$ cat config.mk
export PLATFORM = sky130hd
export DESIGN_NAME = ram_arbiter_2port
export DESIGN_NICKNAME = d
export VERILOG_FILES = /design/src/rtl/mem_arb_pkg.sv /design/src/rtl/ram_arbiter_2port_rr.sv /design/src/rtl/ram_arbiter_2port.sv
export SDC_FILE = /design/constraint.sdc
export NUM_CORES = 1
export LEC_CHECK = 0
export ABC_AREA = 0
export CAP_MARGIN = 20
export CORE_AREA = 2 2 102 104
export DETAILED_ROUTE_END_ITERATION = 8
export DIE_AREA = 0 0 104 106
export GPL_TIMING_DRIVEN = 0
export PLACE_DENSITY_LB_ADDON = 0.1
export SYNTH_ARGS = -nofsm -noshare
export SYNTH_HDL_FRONTEND = slang
export SYNTH_SLANG_ARGS = --single-unit
$ cat constraint.sdc
create_clock -name clk -period 3.9 [get_ports clk]
set_input_delay 0.585 -clock clk [delete_from_list [all_inputs] [get_ports clk]]
set_output_delay 0.585 -clock clk [all_outputs]
set_load 0.01 [all_outputs]
$ cat src/rtl/mem_arb_pkg.sv
// Shared types for the two-port RAM arbiter: FSM states, port ids, op codes.
// Latency: n/a (types and constants only).
// Backpressure: n/a.
package mem_arb_pkg;

   typedef enum logic [1:0] {
      IDLE   = 2'd0,
      ACCESS = 2'd1,
      RESP   = 2'd2
   } state_t;

   typedef enum logic {
      PORT_I = 1'b0,
      PORT_D = 1'b1
   } port_t;

   typedef enum logic {
      OP_RD = 1'b0,
      OP_WR = 1'b1
   } op_t;

   localparam int WORD_BYTES = 4;
   localparam int WORD_SHIFT = $clog2(WORD_BYTES);

   function automatic port_t other_port(input port_t p);
      return (p == PORT_I) ? PORT_D : PORT_I;
   endfunction

endpackage

$ cat src/rtl/ram_arbiter_2port_rr.sv
// Two-request round-robin pick: a lone requester wins, a tie goes to the port that did not win last.
// Latency: purely combinational.
// Backpressure: none; the caller decides when the pick is consumed.
//
// Ports:
//   req_i, req_d  request from instruction / data port
//   last_grant    port that completed the most recent access
//   gnt_vld       at least one request present
//   gnt_port      chosen port (meaningful only when gnt_vld)
module rr_arbiter_2
   import mem_arb_pkg::*;
(
   input  logic  req_i,
   input  logic  req_d,
   input  port_t last_grant,
   output logic  gnt_vld,
   output port_t gnt_port
);

   always_comb begin
      gnt_vld  = req_i | req_d;
      gnt_port = PORT_I;
      if (req_i && req_d) begin
         gnt_port = other_port(last_grant);
      end else if (req_d) begin
         gnt_port = PORT_D;
      end
   end

endmodule

$ cat src/rtl/ram_arbiter_2port.sv
// Shares one single-port word RAM between the CPU instruction-fetch (read-only) and data (read/write) ports.
// Latency: request seen in cycle 0 -> waitrequest low in cycle 2; alternating back-to-back accesses every 2 cycles.
// Backpressure: waitrequest held high on each port until its RESP cycle; one access in flight at a time.
//
// Ports:
//   clk, reset_n                          clock, async active-low reset
//   i_address/i_read                      instruction byte address and read request
//   i_waitrequest/i_readdata              instruction handshake and returned word
//   d_address/d_read/d_write/d_writedata  data byte address, requests, write data
//   d_waitrequest/d_readdata              data handshake and returned word
//   ram_address/ram_read/ram_write/ram_writedata/ram_readdata  RAM side (word index, strobes, data)
module ram_arbiter_2port
   import mem_arb_pkg::*;
#(
   parameter int ADDR_W        = 11,
   parameter bit RR_RESET_LAST = 1'b1
) (
   input  logic        clk,
   input  logic        reset_n,
   input  logic [31:0] i_address,
   input  logic        i_read,
   output logic        i_waitrequest,
   output logic [31:0] i_readdata,
   input  logic [31:0] d_address,
   input  logic        d_read,
   input  logic        d_write,
   input  logic [31:0] d_writedata,
   output logic        d_waitrequest,
   output logic [31:0] d_readdata,
   output logic [31:0] ram_address,
   output logic        ram_read,
   output logic        ram_write,
   output logic [31:0] ram_writedata,
   input  logic [31:0] ram_readdata
);

   localparam int AHI = ADDR_W + WORD_SHIFT - 1;

   state_t              state, state_nxt;
   port_t               owner, last_grant;
   op_t                 lat_op;
   logic [ADDR_W-1:0]   lat_addr;
   logic [31:0]         lat_wdata;

   logic                i_req, d_req;
   logic                arb_vld;
   port_t               arb_port;
   logic                grant_en;
   port_t               grant_port;
   logic                other_req;

   // Byte-offset bits and bits above the RAM size are intentionally dropped.
   logic unused_addr_bits;
   assign unused_addr_bits = ^{i_address[31:AHI+1], i_address[WORD_SHIFT-1:0],
                               d_address[31:AHI+1], d_address[WORD_SHIFT-1:0]};

   assign i_req = i_read;
   assign d_req = d_read | d_write;

   rr_arbiter_2 u_rr (
      .req_i      (i_req),
      .req_d      (d_req),
      .last_grant (last_grant),
      .gnt_vld    (arb_vld),
      .gnt_port   (arb_port)
   );

   // Only the port that did not just complete may chain straight from RESP to ACCESS.
   assign other_req = (owner == PORT_I) ? d_req : i_req;

   // State register
   always_ff @(posedge clk or negedge reset_n) begin
      if (!reset_n) begin
         state <= IDLE;
      end else begin
         state <= state_nxt;
      end
   end

   // Next-state and grant decision
   always_comb begin
      state_nxt  = state;
      grant_en   = 1'b0;
      grant_port = arb_port;
      case (state)
         IDLE: begin
            if (arb_vld) begin
               state_nxt  = ACCESS;
               grant_en   = 1'b1;
               grant_port = arb_port;
            end
         end
         ACCESS: begin
            state_nxt = RESP;
         end
         RESP: begin
            if (other_req) begin
               state_nxt  = ACCESS;
               grant_en   = 1'b1;
               grant_port = other_port(owner);
            end else begin
               state_nxt = IDLE;
            end
         end
         default: begin
            state_nxt = IDLE;
         end
      endcase
   end

   // Owner, fairness history and request latches
   always_ff @(posedge clk or negedge reset_n) begin
      if (!reset_n) begin
         owner      <= PORT_I;
         last_grant <= port_t'(RR_RESET_LAST);
         lat_op     <= OP_RD;
         lat_addr   <= '0;
         lat_wdata  <= '0;
      end else begin
         if (state == RESP) begin
            last_grant <= owner;
         end
         if (grant_en) begin
            owner <= grant_port;
            if (grant_port == PORT_D) begin
               lat_addr  <= d_address[AHI:WORD_SHIFT];
               lat_wdata <= d_writedata;
               // A simultaneous read+write collapses to a write.
               lat_op    <= d_write ? OP_WR : OP_RD;
            end else begin
               lat_addr  <= i_address[AHI:WORD_SHIFT];
               lat_op    <= OP_RD;
            end
         end
      end
   end

   // Address/data come straight from the latches, so they hold between accesses.
   assign ram_address   = {{(32-ADDR_W){1'b0}}, lat_addr};
   assign ram_writedata = lat_wdata;

   // Outputs
   always_comb begin
      ram_read      = 1'b0;
      ram_write     = 1'b0;
      i_waitrequest = i_req;
      d_waitrequest = d_req;
      i_readdata    = '0;
      d_readdata    = '0;
      if (state == ACCESS) begin
         ram_write = (lat_op == OP_WR);
         ram_read  = (lat_op == OP_RD);
      end
      if (state == RESP) begin
         if (owner == PORT_I) begin
            i_waitrequest = 1'b0;
            i_readdata    = ram_readdata;
         end else begin
            d_waitrequest = 1'b0;
            d_readdata    = ram_readdata;
         end
      end
   end

endmodule
==> results of run 1 <==
where the power goes:
part           switching [mW]  internal (mW)
clock                   0.167          0.142
combinational           0.685          0.981
sequential              0.132          0.756
total                   0.983           1.88
placed cells by master (no fill, tap or decap), types with 3 or more instances in the layout:
cell	count
and2_1	66
buf_2	3
buf_4	21
clkbuf_1	8
clkbuf_8	6
clkdlybuf4s50_1	200
conb_1	21
dfrtp_1	47
mux2_1	29
mux2_2	3
mux2i_1	11
nand2_1	11
nor2_1	5
nor2b_1	4
o21ai_0	12
flip-flops by register name, summed over array words and instances (netlist names):
name,cells
lat_op,1
owner,1
state,2
ram_writedata,32
lat_addr,11
last_grant,1
per-layer routing:
metal	global-route usage	part of all wire	vias up
li1	-	-	1196
met1	0.1512	0.37	1125
met2	0.2885	0.54	129
met3	0.04292	0.080	4
met4	0.03668	0.0091	0
met5	0	0	-
cell type report:
type | count | area [sq um]
buffer | 35 | 240.2
clock buffer | 6 | 82.58
clock inverter | 1 | 8.758
fill | 957 | 5051
inverter | 1 | 3.754
multi-input combinational | 174 | 1214
sequential | 48 | 1202
tap | 136 | 170.2
timing repair buffer | 202 | 2027
metrics by stage:
step	hold slack, ps	setup WS, ps
2_1_floorplan	289.4	1843
3_3_place_gp	462.3	742.8
3_5_place_dp	469.7	983.3
4_1_cts	285.7	924.8
5_1_grt	305.8	818.0
6_report	274.4	1030
how the worst max path moves through the flow:
stage                     slack [ps]  cells past startpoint      from                 to
after floorplan                 1840                      6    i_read   ram_writedata[0]
final                           1030                      5  state[0]     i_readdata[11]
after detailed placement         980                      7    i_read  ram_writedata[29]
after global placement           740                      1   reset_n        lat_addr[6]
after CTS                        920                      5  state[0]     i_readdata[11]
after global routing             820                      5  state[0]     i_readdata[11]
logic make-up (layout without fill, tap and decap cells):
kind of cell,count (synthesis),count (layout),synth area share
simple gates,93,93,0.2178
compound gates,17,17,0.03921
other cells,1,21,0.001451
mux,43,43,0.1820
buf+inv,36,245,0.09438
flops,48,48,0.4652
worst max-delay path, stage by stage, from the launching register on:
cell	delay (ps)
dfrtp_1	430
nand2b_1	200
nor2_1	290
clkbuf_1	310
and2_1	220
clkdlybuf4s50_1	540
==> impl_results.md, run 1 <==
- Post-synth top flop: dfrtp_1
- Area grow syn2layout: 91.43%
- Maximum vdd drop: 0.0002459 V
- Post-Route Utilization: 0.4949
- Initial Utilization: 0.2585
- Post-CTS Resized: 0
- Mean Syn Cell Area: 10.86 sq um
- CP Data Required Time: 3310 ps
- Power Dens Cells: 578.5 nW/um^2
- Final setup viols: 0
- Max Clk Rate: 0.3484 GHz
- Reg2Reg Setup Slack: 1780 ps
- Placed cell area: 4857 sq um
- Tcrit/Tclk final: 0.7360
- DRC viols: 0
- Core Box Area: 10000 sq um
- Fin. Hold Viols: 0
- #FFs+latches synth: 48
- Die Width: 104 um
- Post-synth EDFFs: 0
- Clk root buf: clkbuf_8
- Fin cells: 603
- IO Pins: 265
- # nets final: 600
- Tot Pwr: 2.862 mW
- Crit start category: flop
- CTS tree: yes
- I/O Buffers: 201
- CP Capture Type: output port
- GPL Wtd Cong: 0.8063
- Clk buf depth: 2
- Post-synth cell types: 29
- TritonRoute pass-1 iters: 4
- Initial antenna violation count: 0
- Setup Crit Path Kind: flop to output port
- CTS buffer count: 5
- Largest net degree at the start of global routing: 26
- Largest cells by area after synthesis: dfrtp_1, and2_1, mux2_1
- Site Rows: 37
- Netlist Area Pre-Place: 2585 sq um
- Routed Wire Length: 8283 um
- RR Endpoint: ram_writedata[29]
- # clock sinks: 48
- Vias per cell: 4.070
- Hold buffer count at CTS: 0
- Skew-Pair Late Insertion Delay: 300 ps
- Hold crit path type: primary input to async pin
- Setup Buffers After CTS: 0
- Top post-synthesis cells by count: and2_1, dfrtp_1, mux2_1, buf_4, o21ai_0
- Crit path arrival time: 2290 ps
- First-pass GRT wire length: 12920 um
- # diodes: 0
- Synth async-reset ratio: 1.000
- FF-to-FF Start: state[1]
- Wire per inst: 13.74 um
- Cell accounting for the most synthesized area: dfrtp_1
- Reg2reg path depth: 6
- Hpwl dp: 6941 um
- Setup_tns: 0 ps
- Number of max-cap violations: 0
- Share of layout cells above drive strength 1: 0.08994
- Yosys top cell area share: 0.4550
- Final Cell Area: 4949 sq um
- Slew margin rel.: 0.6174
- Die footprint: 11020 sq um
- Worst-Margin Slew: 573.8 ps
- Post-DRT Antenna Nets: 0
- Post-route minimum period: 2870 ps
- Clock-pin slew of the registers on the worst-case setup and hold paths: 90 ps
- LEAKAGE: 2.097 nW
- Run status: complete, no violations
- Post-synthesis sequential area ratio: 0.4652
- Cell count after synthesis: 238
- Placed insts: 596
- Fin. max-slew vios: 0
- Most common cell in the netlist: and2_1
- Die Ht: 106 um
- GRT overflow: 0
- Critical Path Fanout Max: 10
- Total track usage: 0.1466
- Number of global-route vias before repair: 2463
- DR iter-0 viols: 48
- Syn. warnings: 0
- H-tree Lvls: 2
- Routed vias: 2454
- Worst Clk Skew: 15.29 ps
- RSZ-0062 raised after global routing: no
Power figures use the tool's default switching activity.
==> run 2: changes to the inputs <==
- CORE_AREA: 2 2 102 104 -> 2 2 104 106
- DIE_AREA: 0 0 104 106 -> 0 0 106 108
- clock period: 3.9 -> 3 ns (I/O delays scaled with it)
==> run 2 against run 1 <==
- sequential power up 31%
- utilization down 0.67 points
- critical path depth unchanged
- design area up 0.94%
- die area rose by 3.8%
- critical path type unchanged
- critical endpoint is now i_readdata[2]
- highest routed layer unchanged
==> impl_results.md, run 2 (same netlist as run 1, synthesis figures left out) <==
- CP Data Required Time: 2550 ps (-760 ps)
- Hpwl dp: 6768 um (-2.5%)
- Slowest cell on the critical path: clkdlybuf4s50_1
- DR iter-0 viols: 50 (+4.2%)
- Skew-Pair Late Insertion Delay: 300 ps (about the same)
- Total track usage: 0.1393 (-0.007347)
- Most common cell after layout, fill and taps aside: clkdlybuf4s50_1
- Post-DRT Antenna Nets: 0 (unchanged)
- # diodes: 0 (unchanged)
- Setup_tns: 0 ps (unchanged)
- Crit path from: state[0]
- Max reg flops: 32 (unchanged)
- Vias per cell: 4.104 (+0.85%)
- Tcrit/Tclk final: 0.9203
- Number of global-route vias before repair: 2424 (-1.6%)
- I/O Buffers: 201 (unchanged)
- CTS tree: yes
- GPL Wtd Cong: 0.7107 (-12%)
- Fin. Hold Viols: 0 (unchanged)
- Fin. max-slew vios: 0 (unchanged)
- CTS buffer count: 5 (unchanged)
- Max Clk Rate: 0.3622 GHz
- Share of layout cells above drive strength 1: 0.09188 (+0.001945)
- Die Width: 106 um (+1.9%)
- TritonRoute pass-1 iters: 4 (unchanged)
- Die footprint: 11450 sq um (+3.8%)
- Site Rows: 37 (unchanged)
- H-tree Lvls: 2 (unchanged)
- Final setup viols: 0 (unchanged)
- Initial antenna violation count: 0 (unchanged)
- First-pass GRT wire length: 12650 um (-2.0%)
- Area grow syn2layout: 93.22%
- Worst Clk Skew: 9.363 ps (-5.931 ps)
- Clk root buf: clkbuf_8
- Setup Crit Path Kind: flop to output port
- Hold crit path type: primary input to async pin
- # clock sinks: 48 (unchanged)
- Clock-pin slew of the registers on the worst-case setup and hold paths: 100 ps (about the same)
- Commonest non-fill, non-tap cells in the layout: clkdlybuf4s50_1, and2_1, dfrtp_1
- IO Pins: 265 (unchanged)
- Initial Utilization: 0.2527 (-0.005849)
- Maximum vdd drop: 0.0004207 V (+71%)
- CP Capture Type: output port
- Number of max-cap violations: 0 (unchanged)
- Routed Wire Length: 8168 um (-1.4%)
- Wire per inst: 13.52 um (-1.6%)
- # nets final: 600 (unchanged)
- GRT overflow: 0 (unchanged)
- Power Dens Cells: 778.1 nW/um^2 (+35%)
- Crit-path cells: nand2b_1, nor2_1, clkbuf_1, and2_1, clkdlybuf4s50_1
- Critical Path Fanout Max: 10 (unchanged)
- Hold buffer count at CTS: 0 (unchanged)
- Run status: complete, no violations
- Worst hold margin: 91.18 ps (-183.2 ps)
- RSZ-0062 raised after global routing: no
- Crit path arrival time: 2310 ps (+20 ps)
- Core Box Area: 10230 sq um (+2.3%)
- Setup Buffers After CTS: 0 (unchanged)
- Post-CTS Resized: 0 (unchanged)
- FF-to-FF Start: state[1]
- DRC viols: 0 (unchanged)
- Crit start category: flop
- Post-route minimum period: 2761 ps
- Routed vias: 2479 (+1.0%)
- LEAKAGE: 2.119 nW (+1.0%)
- Die Ht: 108 um (+1.9%)
- Largest net degree at the start of global routing: 31 (+19%)
- Clk buf depth: 2 (unchanged)
- Slowest stage delay, CP: 540 ps (about the same)
==> run 2: cell types whose count changed in the layout (fill, tap and decap cells not counted), sizes merged <==
cell,delta
bufinv,+2
clkbuf,-1
clkinv,-1
inv,+1
==> run 2: layout make-up <==
type | instances | area (sq um)
multi-input combinational | 174 | 1214
clock buffer | 5 | 68.82
clock inverter | 3 | 68.82
sequential | 48 | 1202
timing repair buffer | 202 | 2027
tap | 136 | 170.2
inverter | 1 | 3.754
buffer | 35 | 240.2
fill | 990 | 5236
==> run 2: power by group <==
part	switching, mW	internal (mW)
clock	0.236	0.336
sequential	0.173	0.983
combinational	0.884	1.28
==> run 2: worst paths after layout <==
check	endpoint	slack, ps	cells after the start
worst min-delay path	ram_writedata[22]	90	1
worst max register to register	ram_writedata[10]	870	6
worst min register to register	lat_addr[2]	490	2
min in group clk	lat_addr[2]	490	2
max in group asynchronous	lat_addr[0]	2370	2
worst max-delay path	i_readdata[2]	240	5
==> run 2: critical path, delay by kind of cell, from the launching register on <==
family / cells / cell delay [ps]
AND/OR/NAND/NOR: 3 / 720
flip-flops: 1 / 430
buffers and inverters: 2 / 850
==> run 2: through the flow <==
step | power (mW) | area, sq um | util | setup WS, ps | instances
final | 3.886 | 4995 | 0.4882 | 239.0 | 604
after global routing | 4.182 | 4995 | 0.4882 | 56.06 | 604
after CTS | 3.975 | 4995 | 0.4882 | 216.7 | 604
after detailed placement | 3.378 | 4857 | 0.4747 | 282.0 | 596
after global placement | 3.349 | 4842 | 0.4733 | -40.02 | 595
after floorplan | 2.150 | 2660 | - | 1061 | 258
==> run 2: routing by layer <==
layer / GRT usage / routed length (um) / vias up
li1: - / - / 1200
met1: 0.1534 / 2984 / 1139
met2: 0.2535 / 4233 / 132
met3: 0.04822 / 815 / 8
met4: 0.04229 / 133 / 0
met5: 0 / 0 / -
